<file path="config.mk">
export PLATFORM = sky130hd
export DESIGN_NAME = filter_channel_scheduler
export DESIGN_NICKNAME = d
export VERILOG_FILES = /design/src/rtl/filter_channel_scheduler.sv
export SDC_FILE = /design/constraint.sdc
export NUM_CORES = 1
export LEC_CHECK = 0
export ABC_AREA = 1
export CAP_MARGIN = 20
export CORE_ASPECT_RATIO = 0.75
export CORE_UTILIZATION = 35
export CTS_BUF_LIST = sky130_fd_sc_hd__clkbuf_2
export CTS_CLUSTER_DIAMETER = 120
export DETAILED_ROUTE_END_ITERATION = 10
export GPL_TIMING_DRIVEN = 0
export PLACE_DENSITY = 0.7
export SLEW_MARGIN = 10
export SYNTH_ARGS = -nofsm -noshare
export SYNTH_HDL_FRONTEND = slang
export SYNTH_SLANG_ARGS = --single-unit
</file>
<file path="constraint.sdc">
create_clock -name clk -period 2.25 [get_ports clk]
set_input_delay 0.45 -clock clk [delete_from_list [all_inputs] [get_ports clk]]
set_output_delay 0.45 -clock clk [all_outputs]
set_load 0.05 [all_outputs]
</file>
<file path="src/rtl/filter_channel_scheduler.sv">
// Round-robin scheduler sharing one 3-tap filter datapath among NCH channels.
// Tracks per-channel warm-up fill, drives tap loads, and realigns results to the datapath latency.
module filter_channel_scheduler #(
    parameter int NCH = 4,
    parameter int CW  = 2,
    parameter int DW  = 16,
    parameter int LAT = 2
) (
    input  logic              clk,
    input  logic              rst,
    input  logic [NCH-1:0]    in_valid,
    input  logic [NCH*DW-1:0] in_data,
    output logic [NCH-1:0]    in_ready,
    input  logic [NCH-1:0]    flush,
    input  logic              dp_stall,
    output logic              dp_en,
    output logic [CW-1:0]     dp_ch,
    output logic [DW-1:0]     dp_data,
    output logic              load0,
    output logic              load1,
    output logic              load2,
    output logic              out_valid,
    output logic [CW-1:0]     out_ch,
    output logic              busy
);

    logic [CW-1:0]          ptr_q;
    logic [NCH-1:0][1:0]    fill_q;
    logic [CW-1:0]          gnt;
    logic                   gnt_vld;
    logic                   xfer;
    logic [1:0]             f;
    logic [1:0]             fill_d;
    int                     idx;

    // Stage 0 is the issue register itself; stage LAT lines up with the datapath result.
    logic [LAT:0]           vld_pipe_q;
    logic [LAT:0]           pri_pipe_q;
    logic [LAT:0][CW-1:0]   ch_pipe_q;
    logic [DW-1:0]          data_q;
    logic                   load0_q, load1_q, load2_q;

    always_comb begin
        gnt     = '0;
        gnt_vld = 1'b0;
        idx     = 0;
        for (int k = 0; k < NCH; k++) begin
            idx = int'(ptr_q) + k;
            if (idx >= NCH) idx = idx - NCH;
            if (!gnt_vld && in_valid[idx]) begin
                gnt_vld = 1'b1;
                gnt     = CW'(idx);
            end
        end
    end

    assign xfer = gnt_vld & ~dp_stall;

    always_comb begin
        in_ready = '0;
        if (xfer) in_ready[gnt] = 1'b1;
    end

    // A same-cycle flush wins over the stored history of the granted channel.
    assign f      = flush[gnt] ? 2'd0 : fill_q[gnt];
    assign fill_d = (f == 2'd2) ? 2'd2 : f + 2'd1;

    always_ff @(posedge clk or posedge rst) begin
        if (rst) begin
            ptr_q      <= '0;
            fill_q     <= '0;
            vld_pipe_q <= '0;
            pri_pipe_q <= '0;
            ch_pipe_q  <= '0;
            data_q     <= '0;
            load0_q    <= 1'b0;
            load1_q    <= 1'b0;
            load2_q    <= 1'b0;
        end else begin
            for (int i = 0; i < NCH; i++) begin
                if (xfer && (gnt == CW'(i))) fill_q[i] <= fill_d;
                else if (flush[i])           fill_q[i] <= 2'd0;
            end
            if (xfer) begin
                ptr_q        <= (gnt == CW'(NCH-1)) ? '0 : gnt + 1'b1;
                ch_pipe_q[0] <= gnt;
                data_q       <= in_data[gnt*DW +: DW];
            end
            vld_pipe_q[0] <= xfer;
            pri_pipe_q[0] <= xfer && (f == 2'd2);
            load0_q       <= xfer;
            load1_q       <= xfer && (f >= 2'd1);
            load2_q       <= xfer && (f == 2'd2);
            for (int s = 1; s <= LAT; s++) begin
                vld_pipe_q[s] <= vld_pipe_q[s-1];
                pri_pipe_q[s] <= pri_pipe_q[s-1];
                ch_pipe_q[s]  <= ch_pipe_q[s-1];
            end
        end
    end

    assign dp_en     = vld_pipe_q[0];
    assign dp_ch     = ch_pipe_q[0];
    assign dp_data   = data_q;
    assign load0     = load0_q;
    assign load1     = load1_q;
    assign load2     = load2_q;
    assign out_valid = pri_pipe_q[LAT];
    assign out_ch    = ch_pipe_q[LAT];
    assign busy      = |vld_pipe_q;

endmodule
</file>
==> metrics, run 1 <==
Clock transition at path regs=0.22 ns; leading area contributor after synthesis=dfrtp_1; Yosys top cell area share=0.3752; Syn Std Cell Area=2601 um^2; critical-path cell list=buf_6, nand2_1, nand3_4, nand2_4, nor2_4, nand3_4, buf_12, nand2_8, clkinvlp_4, nand2_4, clkinvlp_4, buf_8; f_max=0.3428 GHz; CTS Buf Count=5; Ant. Diodes=0; nets=608; port bufs=104; RSZ-0062 raised after global routing=true; Slew HR=0.6319; Slew @ Worst Pin=0.5504 ns; CTS H-tree depth=2; register area share after synthesis=0.3752; pin count of the biggest net entering global routing=27; first-pass GRT wire length=14.13 mm; Hold/Removal Path Class=in2async; Final GP Congestion=0.8378; Slowest-stage cell, CP=dfrtp_1; I/O pin total=105; Starting Density=0.3719; commonest non-fill, non-tap cell in the layout=nand2_1; commonest cells after routing, fill and taps aside=nand2_1, clkdlybuf4s50_1, dfrtp_1; ratio of cells with drive above 1 in the final layout=0.2519; Tcrit/Tclk final=1.296; Final Hold Viols=0; Inst Count DP=587; drt initial violations=120; hold_buf cts=0; fin cells=626; flops & latches, synth=39; crit start category=flip-flop; Sink Count=39; Clock Tree Root=clkbuf_2; final setup vio count=23; total routed wirelength=8.956 mm; global route total overflow=0; CP Capture Type=output pin; First-pass DRT Iterations=4; FP Rows=26; synthesized area per cell=6.774 um^2; Via Count=2963; DIE AREA=7784 um^2; Die Width=101.5 um; GRT Total Usage=0.2337; WL/cell=14.31 um; flop2flop setup slack=-0.26 ns; top post-synthesis cells by area=dfrtp_1, nand2_1, nand3_1, inv_1, nand4_1; max cap viols=0; fillers=607; Slew Limit Fails=0; area occupied by multi-input gates=1503 um^2; Ys Warns=0; Core ar.=6994 um^2; Register Area=977.2 um^2; final HPWL from detailed placement=6.153 mm; worst-path maximum fanout=6; WS Path Type=reg2out; clock tree buffer depth=2; Layout Cell Area excl Fill=4417 um^2; vias in the first global route=2972; CP bufs+invs=5; CP required=1.80 ns; final worst path period need=2.917 ns; antenna violations before repair=0; Synth Net Count=465; post-route setup slack=-0.6671 ns; Setup Skew=0.01508 ns; Chip Height=76.66 um; Synth Instances=384; clock insertion delay at the later pin of the skew report=0.40 ns; WP data arrival=2.47 ns; TNS Setup=-6.435 ns; CTS tree=yes; status=finished with violations; family with the most delay on the worst path=simple AND/OR/NAND/NOR gates; Syn-to-layout area delta=69.79%; failing checks=negative setup slack; DRT antenna net count=0; Area after DPL=3880 um^2; CP max stage delay=0.42 ns; number of remaining DRC errors=0; synth unique cells=24; DR vias/cell=4.733
==> final timing paths <==
path                            endpoint           from  depth (start not counted)
max                          in_ready[1]       ptr_q[0]                         12
min in group clk           pri_pipe_q[2]  pri_pipe_q[1]                          0
max in group asynchronous       ptr_q[1]            rst                          3
min                             dp_ch[0]            rst                          2
max reg2reg                     ptr_q[1]       ptr_q[0]                         15
min reg2reg                pri_pipe_q[2]  pri_pipe_q[1]                          0
==> kinds of logic after synthesis <==
logic type | count (synthesis) | synth area share
fa+ha+maj | 6 | 0.02886
buf+inv | 74 | 0.1419
compound gates | 14 | 0.03078
simple gates | 251 | 0.4233
flops | 39 | 0.3752
==> final cells by class <==
class	count	area share
repair inverters	1	0.001983
clock inverters	3	0.008782
well taps	98	0.02776
plain buffers	20	0.03853
inverters	53	0.05326
flip-flops and latches	39	0.2212
multi-input cells	271	0.3402
clock buffers	5	0.005666
repair buffers	136	0.3025
==> Yosys cell counts <==
library cell / count
buf_6: 7
buf_2: 6
o21ai_1: 1
clkbuf_1: 1
o21ai_0: 7
nor2_2: 2
nor2_1: 5
nor2_4: 2
inv_2: 5
nand3_2: 1
o211ai_1: 2
o22ai_1: 4
dfrtp_1: 39
buf_4: 7
nand3_1: 36
nand3_4: 2
nand4_1: 14
nand2_4: 1
inv_1: 47
or3_1: 1
nand2_2: 6
nand2_1: 181
ha_1: 6
inv_6: 1
==> registers in the layout, indices dropped and copies added, names as in the netlist <==
| register | count |
|---|---|
| dp_data | 16 |
| fill_q | 8 |
| pri_pipe_q | 3 |
| vld_pipe_q | 3 |
| ch_pipe_q | 2 |
| dp_ch | 2 |
| out_ch | 2 |
| ptr_q | 2 |
| load1 | 1 |
==> worst register-to-register path: cells and delay by family, from the launching register on <==
| family | cells | cell delay, ns |
|---|---|---|
| buffers and inverters | 7 | 1.17 |
| and+or+nand+nor | 7 | 0.76 |
| DFF | 1 | 0.42 |
| AOI/OAI and AO/OA | 1 | 0.06 |
==> metrics by stage <==
| stage | setup slack (ns) | util | hold slack, ns |
|---|---|---|---|
| after floorplan | -0.05278 | - | 0.3312 |
| after global placement | -1.319 | 0.5519 | 0.3340 |
| after detailed placement | -1.347 | 0.5547 | 0.3371 |
| after CTS | -0.6405 | 0.6100 | 0.2860 |
| after global routing | -0.7923 | 0.6315 | 0.2880 |
| final | -0.6671 | 0.6315 | 0.2990 |
==> what timing repair did <==
action | in CTS | in global routing
gates cloned | 2 | 0
buffers inserted | 22 | 8
hold endpoints to repair | 0 | 0
gates resized for setup | 74 | 26
endpoints found under the setup margin | 15 | 29
pin swaps | 15 | 5
==> metal layers <==
layer  GRT usage  part of all wire  vias to the layer above
met5           0                 0                        -
met4     0.06232             0.015                        0
met3     0.04740             0.072                       15
met2      0.3939              0.48                      108
met1      0.3021              0.43                     1371
li1            -                 -                     1469
Power of run 1 is not shown: default switching activity piles up to over one toggle a cycle in this logic, so the estimate is an artifact.
==> run 2: changes to the inputs <==
Settings changed: ABC_CLOCK_PERIOD_IN_PS set to 2250.
==> results of run 2 <==
No change in the layout: final DEF, timing and power equal those of run 1.
Power of run 2 is left out for the same reason.
